==> config.mk <==
export PLATFORM = sky130hd
export DESIGN_NAME = lut_sequencer_flat
export DESIGN_NICKNAME = d
export VERILOG_FILES = /design/src/rtl/lut_sequencer_if.sv /design/src/rtl/lut_sequencer.sv /design/src/flat_wrapper.sv
export SDC_FILE = /design/constraint.sdc
export NUM_CORES = 1
export LEC_CHECK = 0
export BUFFER_PORTS_ARGS = -buffer_cell sky130_fd_sc_hd__buf_2
export CORE_AREA = 2 2 67 69
export DETAILED_ROUTE_END_ITERATION = 10
export DIE_AREA = 0 0 69 71
export HOLD_SLACK_MARGIN = 0.08
export PLACE_DENSITY = 0.81
export SETUP_SLACK_MARGIN = 0.2
export SLEW_MARGIN = 20
export SYNTH_ARGS = -nofsm -noshare
export SYNTH_HDL_FRONTEND = slang
export SYNTH_SLANG_ARGS = --single-unit
export TNS_END_PERCENT = 1
==> constraint.sdc <==
create_clock -name clk -period 7.6 [get_ports clk]
set_clock_uncertainty 0.05 [all_clocks]
set_input_delay 1.14 -clock clk [delete_from_list [all_inputs] [get_ports clk]]
set_output_delay 1.14 -clock clk [all_outputs]
set_load 0.02 [all_outputs]
==> src/rtl/lut_sequencer_if.sv <==
// ============================================================================
// Module   : lut_sequencer_if
// Brief    : Control, lookup and result signals of the LUT sequencer.
// Revision : 1.0 - initial release
// ============================================================================
`default_nettype none

interface lut_sequencer_if;
  logic        start;
  logic        stop;
  logic        dir;
  logic [3:0]  last_idx;
  logic [3:0]  lut_addr;
  logic [3:0]  lut_data;
  logic [15:0] digits;
  logic        valid;
  logic        running;
  logic        done;

  modport master (
    output start, stop, dir, last_idx, lut_data,
    input  lut_addr, digits, valid, running, done
  );

  modport slave (
    input  start, stop, dir, last_idx, lut_data,
    output lut_addr, digits, valid, running, done
  );
endinterface

`default_nettype wire

==> src/rtl/lut_sequencer.sv <==
// ============================================================================
// Module   : lut_sequencer
// Brief    : Steps a 4-bit table index, captures lookup results into a
//            4-digit shift register. Optional macro LUT_SEQ_ONESHOT_EN stops
//            at the first wrap and pulses done.
// Revision : 1.0 - initial release
// ============================================================================
`default_nettype none

module lut_sequencer #(
  parameter int unsigned TICK_DIV = 25000000
) (
  input  wire logic        clk,
  input  wire logic        rst,
  lut_sequencer_if.slave   bus
);

  localparam logic [25:0] C_RELOAD = 26'(TICK_DIV - 1);

  typedef enum logic [1:0] {
    S_IDLE  = 2'd0,
    S_FETCH = 2'd1,
    S_WAIT  = 2'd2
  } state_t;

  state_t      r_state;
  state_t      w_state_nxt;
  logic [3:0]  r_addr;
  logic [3:0]  w_addr_nxt;
  logic [15:0] r_digits;
  logic [15:0] w_digits_nxt;
  logic [25:0] r_cnt;
  logic [25:0] w_cnt_nxt;
  logic        r_valid;
  logic        w_valid_nxt;
  logic [3:0]  w_adv;

  // Next index; dir and last_idx are only meaningful at the advance edge
  always_comb begin
    w_adv = r_addr;
    if (!bus.dir) begin
      w_adv = (r_addr >= bus.last_idx) ? 4'd0 : r_addr + 4'd1;
    end else begin
      w_adv = (r_addr == 4'd0) ? bus.last_idx : r_addr - 4'd1;
    end
  end

`ifdef LUT_SEQ_ONESHOT_EN
  logic r_done;
  logic w_done_nxt;
  logic w_wrap;

  assign w_wrap = bus.dir ? (r_addr == 4'd0) : (r_addr >= bus.last_idx);
`endif

  always_comb begin
    w_state_nxt  = r_state;
    w_addr_nxt   = r_addr;
    w_digits_nxt = r_digits;
    w_cnt_nxt    = r_cnt;
    w_valid_nxt  = 1'b0;
`ifdef LUT_SEQ_ONESHOT_EN
    w_done_nxt   = 1'b0;
`endif
    case (r_state)
      S_IDLE: begin
        if (bus.start && !bus.stop) begin
          w_state_nxt = S_FETCH;
        end
      end
      S_FETCH: begin
        if (bus.stop) begin
          w_state_nxt = S_IDLE;
        end else begin
          w_digits_nxt = {r_digits[11:0], bus.lut_data};
          w_valid_nxt  = 1'b1;
          w_cnt_nxt    = C_RELOAD;
          w_state_nxt  = S_WAIT;
        end
      end
      S_WAIT: begin
        if (bus.stop) begin
          w_state_nxt = S_IDLE;
        end else if (r_cnt == 26'd0) begin
          w_addr_nxt  = w_adv;
          w_state_nxt = S_FETCH;
`ifdef LUT_SEQ_ONESHOT_EN
          if (w_wrap) begin
            w_state_nxt = S_IDLE;
            w_done_nxt  = 1'b1;
          end
`endif
        end else begin
          w_cnt_nxt = r_cnt - 26'd1;
        end
      end
      default: begin
        w_state_nxt = S_IDLE;
      end
    endcase
  end

  always_ff @(posedge clk) begin
    if (rst) begin
      r_state  <= S_IDLE;
      r_addr   <= 4'd0;
      r_digits <= 16'h0000;
      r_cnt    <= 26'd0;
      r_valid  <= 1'b0;
    end else begin
      r_state  <= w_state_nxt;
      r_addr   <= w_addr_nxt;
      r_digits <= w_digits_nxt;
      r_cnt    <= w_cnt_nxt;
      r_valid  <= w_valid_nxt;
    end
  end

`ifdef LUT_SEQ_ONESHOT_EN
  always_ff @(posedge clk) begin
    if (rst) begin
      r_done <= 1'b0;
    end else begin
      r_done <= w_done_nxt;
    end
  end

  assign bus.done = r_done;
`else
  assign bus.done = 1'b0;
`endif

  assign bus.lut_addr = r_addr;
  assign bus.digits   = r_digits;
  assign bus.valid    = r_valid;
  assign bus.running  = (r_state != S_IDLE);

endmodule

`default_nettype wire

==> src/flat_wrapper.sv <==
// flat-port wrapper written by rule: the top's interface ports become plain ports
module lut_sequencer_flat 
#(
  parameter int unsigned TICK_DIV = 25000000
)
  (clk, rst, bus_start, bus_stop, bus_dir, bus_last_idx, bus_lut_data, bus_lut_addr, bus_digits, bus_valid, bus_running, bus_done);
  lut_sequencer_if bus_i ();
  input  wire logic clk;
  input  wire logic rst;
  input wire logic [$bits(bus_i.start)-1:0] bus_start;
  input wire logic [$bits(bus_i.stop)-1:0] bus_stop;
  input wire logic [$bits(bus_i.dir)-1:0] bus_dir;
  input wire logic [$bits(bus_i.last_idx)-1:0] bus_last_idx;
  input wire logic [$bits(bus_i.lut_data)-1:0] bus_lut_data;
  output wire logic [$bits(bus_i.lut_addr)-1:0] bus_lut_addr;
  output wire logic [$bits(bus_i.digits)-1:0] bus_digits;
  output wire logic [$bits(bus_i.valid)-1:0] bus_valid;
  output wire logic [$bits(bus_i.running)-1:0] bus_running;
  output wire logic [$bits(bus_i.done)-1:0] bus_done;
  assign bus_i.start = bus_start;
  assign bus_i.stop = bus_stop;
  assign bus_i.dir = bus_dir;
  assign bus_i.last_idx = bus_last_idx;
  assign bus_i.lut_data = bus_lut_data;
  assign bus_lut_addr = bus_i.lut_addr;
  assign bus_digits = bus_i.digits;
  assign bus_valid = bus_i.valid;
  assign bus_running = bus_i.running;
  assign bus_done = bus_i.done;
  lut_sequencer #(.TICK_DIV(TICK_DIV)) u_core (.clk(clk), .rst(rst), .bus(bus_i));
endmodule
==> Word-level counts from Yosys, hierarchy flattened <==
Index checks and enable logic that the tools add are counted.
{ "op_classes": {"add_sub_neg": 3, "n_reduce_logical": 12, "mux": 13, "magnitude_cmp": 1, "bitwise_logic": 2, "n_eq_ne": 7} }
{ "op_table": {"columns": ["op", "n"], "rows": [
  ["$mux W26", 3],
  ["$pmux W26 S2", 1],
  ["$logic_not A26 Y1", 1],
  ["$sub A26 B1 Y26 const B", 1],
  ["$mux W4", 3],
  ["$mux W2", 4],
  ["$ne A2 B2 Y1 const B", 3],
  ["$pmux W2 S3", 1],
  ["$add A4 B1 Y4 const B", 1],
  ["$ge A4 B4 Y1", 1],
  ["$logic_not A4 Y1", 1],
  ["$reduce_and A2 Y1", 2],
  ["$reduce_and A4 Y1", 1],
  ["$reduce_bool A2 Y1", 2],
  ["$sub A4 B1 Y4 const B", 1],
  ["$ne A3 B2 Y1 const B", 1],
  ["$reduce_and A3 Y1", 1],
  ["$eq A2 B1 Y1 const B", 1],
  ["$eq A2 B2 Y1 const B", 1],
  ["$logic_not A2 Y1", 1],
  ["$ne A2 B1 Y1 const B", 1],
  ["$not A1 Y1", 2],
  ["$reduce_or A2 Y1", 1],
  ["$logic_and A1 B1 Y1", 1],
  ["2 further kinds", 2]
]} }
{ "totals": {"reg_bits": 49, "wordCells": 43, "out_inout_bits": 23} }

==> Logic depth before layout (Yosys ltp) <==
Gate-level depths: netlist of run 1.
{ "depth": {"word_depth": 4, "mapped_depth": 9} }

==> Least setup slack after synthesis of run 1 <==
No wires, ideal clock.
{ "synth_path": {"kind": "in2reg", "start": "input port bus_stop", "end": "register u_core.r_cnt[24]", "cell_stages": 6, "arrival_ps": 2643, "setup_slack_ps": 4836, "setup_time_ps": 70, "path_cell_list": "nor4b_1 > nand3_1 > a2111oi_0 > nand2b_1 > xor2_1 > a21oi_1"} }
{ "synth_between": {"elab_chain_cells": 2, "word_cells_on_any_way": 3} }
{ "synth_rtl": {"columns": ["item", "line", "rtl"], "rows": [
  ["start, declared", "flat_wrapper.sv:11", "input wire logic [$bits(bus_i.stop)-1:0] bus_stop;"],
  ["$ne A2 B2 Y1 (no source line)", null, null],
  ["$reduce_and A4 Y1 (no source line) (*)", null, null],
  ["end signal, assigned", "lut_sequencer.sv:114", "r_cnt <= w_cnt_nxt;"],
  ["end, declared", "lut_sequencer.sv:32", "logic [25:0] r_cnt;"]
]} }
Mark *: on every way between the ends. The rest lies on a longest branch, timed or not.
A chain may end at the register's enable or synchronous reset.

==> Final worst setup path of run 1 <==
Ends and elaborated chain as after synthesis.

==> results.yml, run 1 <==
outcome:
  outcome: "complete, no violations"
routing:
  route.detailed.drc: 0
  dr.pass1.iters: 4
  viasPerCell: 5.71
  routed_wl_um: 5010
  routedWlPerCell_um: 13.2
  vias: 2157
  drtAntennaViolNets: 0
  drtIter0Drc: 143
sta:
  worst_pin_slew_ns: 0.737
  slew_violations: 0
  finalSetupTns_ns: 0
  finalCritPeriodShare_pct: 38.7
  finalSetupViolations: 0
  max-slew-margin-rel_pct: 50.8
  period_minus_slack_ns: 2.94
  rsz0062_at_grt: "no"
  hold_viol_final: 0
  max_clock_freq_mhz: 340
placed_design:
  dpl_cell_area_sq_mm: 0.00259
  place.port_buffers: 34
  dp_hpwl_um: 3530
  place_congestion: 0.828
final_layout:
  utilization_pct: 64.1
  fin_nets: 345
  final_cell_area_sq_mm: 0.00270
  diodes: 0
  final_common_cell: "dfxtp_1"
  layout_common_cells: "49 x dfxtp_1, 41 x nand2_1, 40 x a21oi_1"
  drive_gt1_share_pct: 16.9
  areaGrowthSynthToFinish_pct: 11.2
grt:
  grt_overflow: 0
  grt_usage_pct: 21.6
  grt_pass1_wl_um: 8800
  antenna_found_initial: 0
  grt_max_degree: 43
  grt_pass1_vias: 1991
logic_synthesis:
  synth_edf_count: 0
  ys_warn_count: 0
  ys_ff_latch: 49
  ys_seq_area_share_pct: 40.5
  synthArstFlopShare_pct: 0
  synth_top_flop_cell: "dfxtp_1"
  synth_fp_nets: 319
  netlist-cell-type-count: 45
  synth_top_area_cell: "dfxtp_1"
  synth.cell_area_sq_mm: 0.00242
  postSynthCellCount: 299
  synthDominantCellAreaShare_pct: 40.5
  syn_area_per_cell_sq_um: 8.11
  synthTopCellsByArea: "dfxtp_1 40%, a21oi_1 8.3%, nand2_1 6.3%"
die:
  die-area_sq_mm: 0.00490
  die_width_um: 69
  ios: 36
  coreArea_sq_mm: 0.00420
  rows: 24
  start_util_pct: 57.7
  fp.dieH_um: 71
power_and_ir_drop:
  leakagePower_nw: 1.08
  internal_power_mw: 0.383
  switching_share_pct: 30.3
  power.share.clock_pct: 30.0
  switchingPower_mw: 0.166
  seqPwrFrac_pct: 50.6
  irDropWorstVdd_mv: 0.168
  power_density_mw_per_mm2: 203
  power_frac_comb_pct: 19.4
worst_setup_path:
  worstPathCellList: "buf_2, nor4b_1, nand3_1, a2111oi_0, nand2b_1, xor2_1, a21oi_1"
  critPathKind: "in -> reg"
  worstPathMaxFanout: 12
  end_kind: "flop"
  slowest_delay_ns: 0.70
  arrival_ns: 3.06
  slowest_stage: "a2111oi_0"
  start_kind: "primary input"
  required_ns: 7.72
clocking:
  cts.repair.resized: 0
  clock_latency_ns: 0.31
  post_cts_buffers: 0
  postCtsHoldBufs: 0
  cts_max_level: 2
  clockBufferDepth: 2
  clock_sinks: 49
  cts-root-buf: "clkbuf_8"
  cts_tree: "built"
  path_clk_slew_ns: 0.09
  numCtsBuffers: 5
flow_run:
  max-cap-violations: 0
hold_path:
  worstHoldPathType: "reg -> reg"
-- worst max-delay path: cells and delay by family --
family,cells,cell delay [ns]
XOR/XNOR,1,0.16
AND/OR/NAND/NOR,3,0.81
buffers and inverters,1,0.17
AO/OA/AOI/OAI,2,0.77
-- per-layer routing --
metal / part of all wire (%) / wire, um / up-vias / global-route usage, %
li1: - / - / 1094 / -
met1: 46 / 2280 / 998 / 28.0
met2: 47 / 2340 / 60 / 36.2
met3: 6.3 / 317 / 5 / 4.42
met4: 1.4 / 70 / 0 / 7.19
met5: 0 / 0 / - / 0
-- registers in the layout (all words and copies together) (netlist names) --
name,flops
u_core.r_cnt,26
u_core.r_state,2
u_core.bus.lut_addr,4
u_core.bus.valid,1
u_core.bus.digits,16
-- per-stage QoR --
stage	power [mW]	hold WS [ns]	cells	setup slack [ns]
global route	0.575	0.435	378	4.40
floorplan	0.371	0.399	299	4.84
detailed placement	0.388	0.395	370	4.35
global placement	0.386	0.391	370	4.45
finish	0.549	0.406	378	4.66
CTS	0.550	0.408	378	4.62
-- cells in the mapped netlist (2+ instances only) --
master	count
dfxtp_1	49
nand2_1	41
a21oi_1	40
nor2_1	30
xnor2_1	15
inv_1	10
clkbuf_1	9
nor3_1	9
nor4_1	9
or4_1	9
ha_1	7
a211oi_1	6
nand2b_1	6
nand3_1	6
o21ai_0	5
or3_1	5
xor2_1	4
buf_4	3
nor2b_1	3
or2_2	3
a31o_2	2
buf_1	2
buf_2	2
o211ai_1	2
o31ai_1	2
-- kinds of logic after synthesis --
logic type,synth area share (%)
compound gates,17.3
xor+xnor,6.86
fa+ha+maj,3.61
buf+inv,4.59
flops,40.5
mux,0.413
other cells,0.155
simple gates,26.6
-- power by group through the flow --
stage	Combinational, mW	Clock, mW	Sequential (mW)
after floorplan	0.0896	0	0.281
after global placement	0.103	0	0.283
after detailed placement	0.105	0	0.283
after CTS	0.106	0.167	0.277
after global routing	0.119	0.177	0.279
final	0.106	0.164	0.278
-- path summary, 6_finish.rpt --
check	start	end	slack, ns	cells past startpoint
worst min-delay path	u_core.bus.digits[13]$_SDFFE_PP0P_	u_core.bus.digits[13]$_SDFFE_PP0P_	0.41	2
worst max-delay path	bus_stop	u_core.r_cnt[24]$_SDFFE_PP0P_	4.66	7
worst max register to register	u_core.r_cnt[12]$_SDFFE_PP0P_	u_core.r_cnt[25]$_SDFFE_PP0P_	4.69	5
worst min register to register	u_core.bus.digits[13]$_SDFFE_PP0P_	u_core.bus.digits[13]$_SDFFE_PP0P_	0.41	2
-- area by class of cell --
type	count	area, sq um
multi-input cells	224	1340
repair buffers	35	178
clock inverters	2	17.5
clock buffers	6	82.6
inverters	10	37.5
well taps	52	65.1
fillers	388	1510
flip-flops and latches	49	981
Note: power is estimated with default switching activity, not from simulation.
==> run 2: changes to the inputs <==
CORE_AREA = 2 2 72 74   (was 2 2 67 69)
DIE_AREA = 0 0 74 76   (was 0 0 69 71)
PLACE_DENSITY = 0.74   (was 0.81)
clock period = 2.5 ns   (was 7.6 ns; I/O delays follow)
==> run 2 against run 1 <==
Worst hold slack worse by 0.17 ns. Global-route usage is 1.0 points lower. Via count is 3.4% higher. Design area is 6.6% higher. Largest power group unchanged. Die area is 15% higher. First-iteration DRC count is 29% lower. Non-clock buffer count is 14 higher. Critical path depth stayed put.
==> results.yml, run 2 (synthesis gave the netlist of run 1 again) <==
outcome:
  outcome: "complete, no violations"
clocking:
  cts-root-buf: "clkbuf_8"
  path_clk_slew_ns: 0.10
  cts_tree: "built"
  cts_max_level: 2
  clock_latency_ns: 0.31
  postCtsHoldBufs: 0
  numCtsBuffers: 5
  clockBufferDepth: 2
  clock_sinks: 49
routing:
  vias: 2230
  dr.pass1.iters: 4
  viasPerCell: 5.44
  routed_wl_um: 5400
  drtAntennaViolNets: 0
  routedWlPerCell_um: 13.2
  drtIter0Drc: 101
  route.detailed.drc: 0
die:
  die_width_um: 74
  fp.dieH_um: 76
  ios: 36
  coreArea_sq_mm: 0.00491
  rows: 26
  start_util_pct: 49.4
  die-area_sq_mm: 0.00562
grt:
  antenna_found_initial: 0
  grt_overflow: 0
  grt_pass1_wl_um: 9510
  grt_max_degree: 31
  grt_pass1_vias: 2160
  grt_usage_pct: 20.6
final_layout:
  drive_gt1_share_pct: 22.4
  regMostFlops: "u_core.r_cnt"
  final_common_cell: "dfxtp_1"
  fillers: 446
  largest_reg_flops: 26
  fin_nets: 359
  layout_common_cells: "47 x dfxtp_1, 41 x nand2_1, 40 x a21oi_1"
  areaGrowthSynthToFinish_pct: 18.6
  diodes: 0
  final_cell_area_sq_mm: 0.00288
sta:
  max-slew-margin-rel_pct: 54.6
  finalSetupViolations: 0
  period_minus_slack_ns: 2.37
  hold_viol_final: 0
  finalCritPeriodShare_pct: 94.7
  finalSetupTns_ns: 0
  rsz0062_at_grt: "yes"
  max_clock_freq_mhz: 422
  worst_pin_slew_ns: 0.674
  slew_violations: 0
worst_setup_path:
  required_ns: 2.65
  end_kind: "flop"
  start_kind: "flop"
  arrival_ns: 2.52
  rr_worst_depth: 7
  critPathKind: "reg -> reg"
  worstPathMaxFanout: 6
power_and_ir_drop:
  power_density_mw_per_mm2: 612
  irDropWorstVdd_mv: 0.439
  power_mw: 1.76
  leakagePower_nw: 1.16
placed_design:
  place_congestion: 0.883
  dp_hpwl_um: 3860
  place.port_buffers: 34
  dpl_cell_area_sq_mm: 0.00274
flow_run:
  max-cap-violations: 0
hold_path:
  worstHoldPathType: "in -> reg"
  min_path_cells: 3
-- run 2: final timing paths --
check	startpoint	slack [ns]	endpoint
setup / recovery	u_core.r_cnt[15]$_SDFFE_PP0P_	0.13	u_core.r_cnt[15]$_SDFFE_PP0P_
hold / removal	bus_lut_data[3]	0.24	u_core.bus.digits[3]$_SDFFE_PP0P_
setup reg to reg	u_core.r_cnt[15]$_SDFFE_PP0P_	0.13	u_core.r_cnt[15]$_SDFFE_PP0P_
hold reg to reg	u_core.bus.digits[14]$_SDFFE_PP0P_	0.41	u_core.bus.digits[14]$_SDFFE_PP0P_
-- run 2: routing by layer --
metal	global-route usage [%]	up-vias	wire length [um]
met2	32.7	57	2550
met5	0	-	0
met4	6.55	0	86
met1	27.9	1033	2500
li1	-	1131	-
met3	3.97	9	259
-- run 2: power by group --
group | leakage [nW] | switching, mW | total, mW | internal (mW)
sequential | 0.398 | 0.0346 | 0.846 | 0.811
combinational | 0.714 | 0.228 | 0.398 | 0.170
clock | 0.0511 | 0.305 | 0.516 | 0.212
total | 1.16 | 0.567 | 1.76 | 1.19
-- run 2: cell type report --
class                      instances  area (sq um)  share of cell area (%)
clock buffer                       5          68.8                    2.39
clock inverter                     3          28.8                    1.00
inverter                          10          37.5                    1.31
multi-input combinational        224          1380                    48.1
sequential                        49           983                    34.2
tap                               70          87.6                    3.05
timing repair buffer              49           287                    9.97
-- run 2: metrics by stage --
stage	setup WS, ns	instances	hold WS (ns)	util (%)
detailed placement	0.0990	401	0.396	55.7
CTS	0.0896	409	0.229	57.8
global route	0.0693	410	0.240	58.5
global placement	0.119	401	0.390	55.7
finish	0.132	410	0.239	58.5
floorplan	0.178	299	0.399	-
-- run 2: critical path, cell delays in order (launching register included) --
cell and delay [ns]:
dfxtp_1 0.34, or4_4 0.56, or4_4 0.65, o21ai_4 0.23
buf_4 0.16, nor3_1 0.06, xnor2_1 0.14, nor2_1 0.06
-- run 2: what timing repair did --
action,4_1_cts,5_1_grt
endpoints found under the setup margin,24,30
resized for setup,1,8
pin swaps,0,2
cloned,0,0
setup buffers,0,1
==> run 3: changes to the inputs <==
==> constraint.sdc (replaced) <==
create_clock -name clk -period 2.5 [get_ports clk]
set_clock_uncertainty 0.05 [all_clocks]
set_input_delay 0.5 -clock clk [delete_from_list [all_inputs] [get_ports clk]]
set_output_delay 0.5 -clock clk [all_outputs]
set_load 0.02 [all_outputs]
==> run 3 against run 2 <==
Maximum frequency up 0.99%. First-iteration DRC count is 22% higher. Power about the same. Wire length is 1.6% higher. Cell count rose by 0.73%. Clock-buffer cell count is the same. Via count decreased by 0.94%. Worst setup slack better by 0.023 ns. Clock power is essentially flat. Non-clock buffer count grew 3. Critical path depth is 2 lower. Highest routed layer unchanged. Sequential power hardly changed.
==> results.yml, run 3 (synthesis gave the netlist of run 1 again) <==
final_layout:
  final_cell_area_sq_mm: 0.00290
  fin_nets: 362
  diodes: 0
  layout_common_cells: "45 x dfxtp_1, 41 x nand2_1, 40 x a21oi_1"
  final_common_cell: "dfxtp_1"
  regMostFlops: "u_core.r_cnt"
  largest_reg_flops: 26
  areaGrowthSynthToFinish_pct: 19.7
  drive_gt1_share_pct: 24.2
worst_setup_path:
  required_ns: 2.65
  r2r_start: "u_core.r_cnt[15]$_SDFFE_PP0P_"
  cp-startpoint: "u_core.r_cnt[15]$_SDFFE_PP0P_"
  crit_path_end: "u_core.bus.lut_addr[0]$_SDFFE_PP0P_"
  worstPathMaxFanout: 6
  end_kind: "flop"
  worstReg2RegEnd: "u_core.bus.lut_addr[0]$_SDFFE_PP0P_"
  r2r_slack_ns: 0.16
  arrival_ns: 2.49
  start_kind: "flop"
  rr_worst_depth: 5
  critPathKind: "reg -> reg"
grt:
  grt_max_degree: 30
  antenna_found_initial: 0
  grt_usage_pct: 20.4
  grt_pass1_vias: 2078
  grt_overflow: 0
  grt_pass1_wl_um: 9320
routing:
  dr.pass1.iters: 4
  drtAntennaViolNets: 0
  route.detailed.drc: 0
  viasPerCell: 5.35
  drtIter0Drc: 123
  vias: 2209
  routed_wl_um: 5480
  routedWlPerCell_um: 13.3
placed_design:
  place.port_buffers: 34
  dpl_cell_area_sq_mm: 0.00274
  place_congestion: 0.860
  detailedPlace.worstSlack_ns: 0.141
  dp_hpwl_um: 3800
clocking:
  postCtsHoldBufs: 0
  clockBufferDepth: 2
  cts_max_level: 2
  numCtsBuffers: 5
  clock_sinks: 49
  path_clk_slew_ns: 0.09
  cts-root-buf: "clkbuf_8"
  clock_latency_ns: 0.31
  cts_tree: "built"
power_and_ir_drop:
  switchingPower_mw: 0.566
  irDropWorstVdd_mv: 0.367
  power.share.clock_pct: 29.2
  internal_power_mw: 1.20
  leakagePower_nw: 1.18
  power_mw: 1.76
  power_frac_comb_pct: 22.9
  seqPwrFrac_pct: 47.9
  power_density_mw_per_mm2: 607
  switching_share_pct: 32.1
sta:
  finalSetupTns_ns: 0
  max_clock_freq_mhz: 427
  max-slew-margin-rel_pct: 59.3
  finalCritPeriodShare_pct: 93.8
  worst_pin_slew_ns: 0.604
  hold_viol_final: 0
  setup_slack_ns: 0.156
  period_minus_slack_ns: 2.34
  timing.hold.ws_ns: 0.365
  finalSetupViolations: 0
  slew_violations: 0
  rsz0062_at_grt: "yes"
die:
  start_util_pct: 49.4
  die_width_um: 74
  rows: 26
  coreArea_sq_mm: 0.00491
  ios: 36
  fp.dieH_um: 76
  die-area_sq_mm: 0.00562
flow_run:
  max-cap-violations: 0
outcome:
  outcome: "complete, no violations"
hold_path:
  worstHoldPathType: "in -> reg"
==> run 3: layer usage <==
metal  GRT usage (%)  vias to the layer above  part of all wire (%)
li1                -                     1133                     -
met1            26.3                     1030                    47
met2            33.8                       38                    48
met3            4.63                        8                   3.5
met4            5.82                        0                   1.7
met5               0                        -                     0
==> run 3: repair_timing <==
| item | 4_1_cts | 5_1_grt |
|---|---|---|
| gates cloned | 0 | 0 |
| resized for setup | 0 | 12 |
| pin swaps | 1 | 6 |
| endpoints found under the setup margin | 25 | 30 |
| setup buffers | 0 | 4 |
==> run 3: per-stage QoR <==
| step | std cells | util, % |
|---|---|---|
| 5_1_grt | 413 | 59.1 |
| 3_3_place_gp | 401 | 55.7 |
| 2_1_floorplan | 299 | - |
| 4_1_cts | 409 | 57.7 |
| 6_report | 413 | 59.1 |
| 3_5_place_dp | 401 | 55.7 |
==> run 3: worst min-delay path by stage <==
stage                                                  start                            endpoint  slack, ns  cells after the start
final                                        bus_lut_data[1]   u_core.bus.digits[1]$_SDFFE_PP0P_       0.37                      3
after floorplan                 u_core.r_cnt[0]$_SDFFE_PP0P_        u_core.r_cnt[0]$_SDFFE_PP0P_       0.40                      1
after global placement    u_core.bus.digits[14]$_SDFFE_PP0P_  u_core.bus.digits[14]$_SDFFE_PP0P_       0.39                      2
after global routing                         bus_lut_data[2]   u_core.bus.digits[2]$_SDFFE_PP0P_       0.35                      3
after detailed placement  u_core.bus.digits[12]$_SDFFE_PP0P_  u_core.bus.digits[12]$_SDFFE_PP0P_       0.39                      2
after CTS                                    bus_lut_data[2]   u_core.bus.digits[2]$_SDFFE_PP0P_       0.36                      3
==> run 3: power groups by stage <==
stage	Sequential (mW)	Clock (mW)	Combinational, mW
floorplan	0.856	0	0.300
global placement	0.859	0	0.372
detailed placement	0.860	0	0.378
CTS	0.843	0.522	0.380
global route	0.849	0.566	0.450
finish	0.843	0.514	0.404
==> run 3: worst max-delay path, stage by stage, from the launching register on <==
cell      delay, ns
dfxtp_2        0.34
or4_4          0.55
or4_4          0.62
nor4_4         0.43
o211a_1        0.22
a211oi_2       0.03
==> run 3: layout make-up <==
class | count | area, sq um
Tap cell | 70 | 87.6
Fill cell | 443 | 2010
Clock buffer | 5 | 68.8
Inverter | 10 | 37.5
Sequential cell | 49 | 988
Timing Repair Buffer | 52 | 305
Multi-Input combinational cell | 224 | 1390
Clock inverter | 3 | 28.8
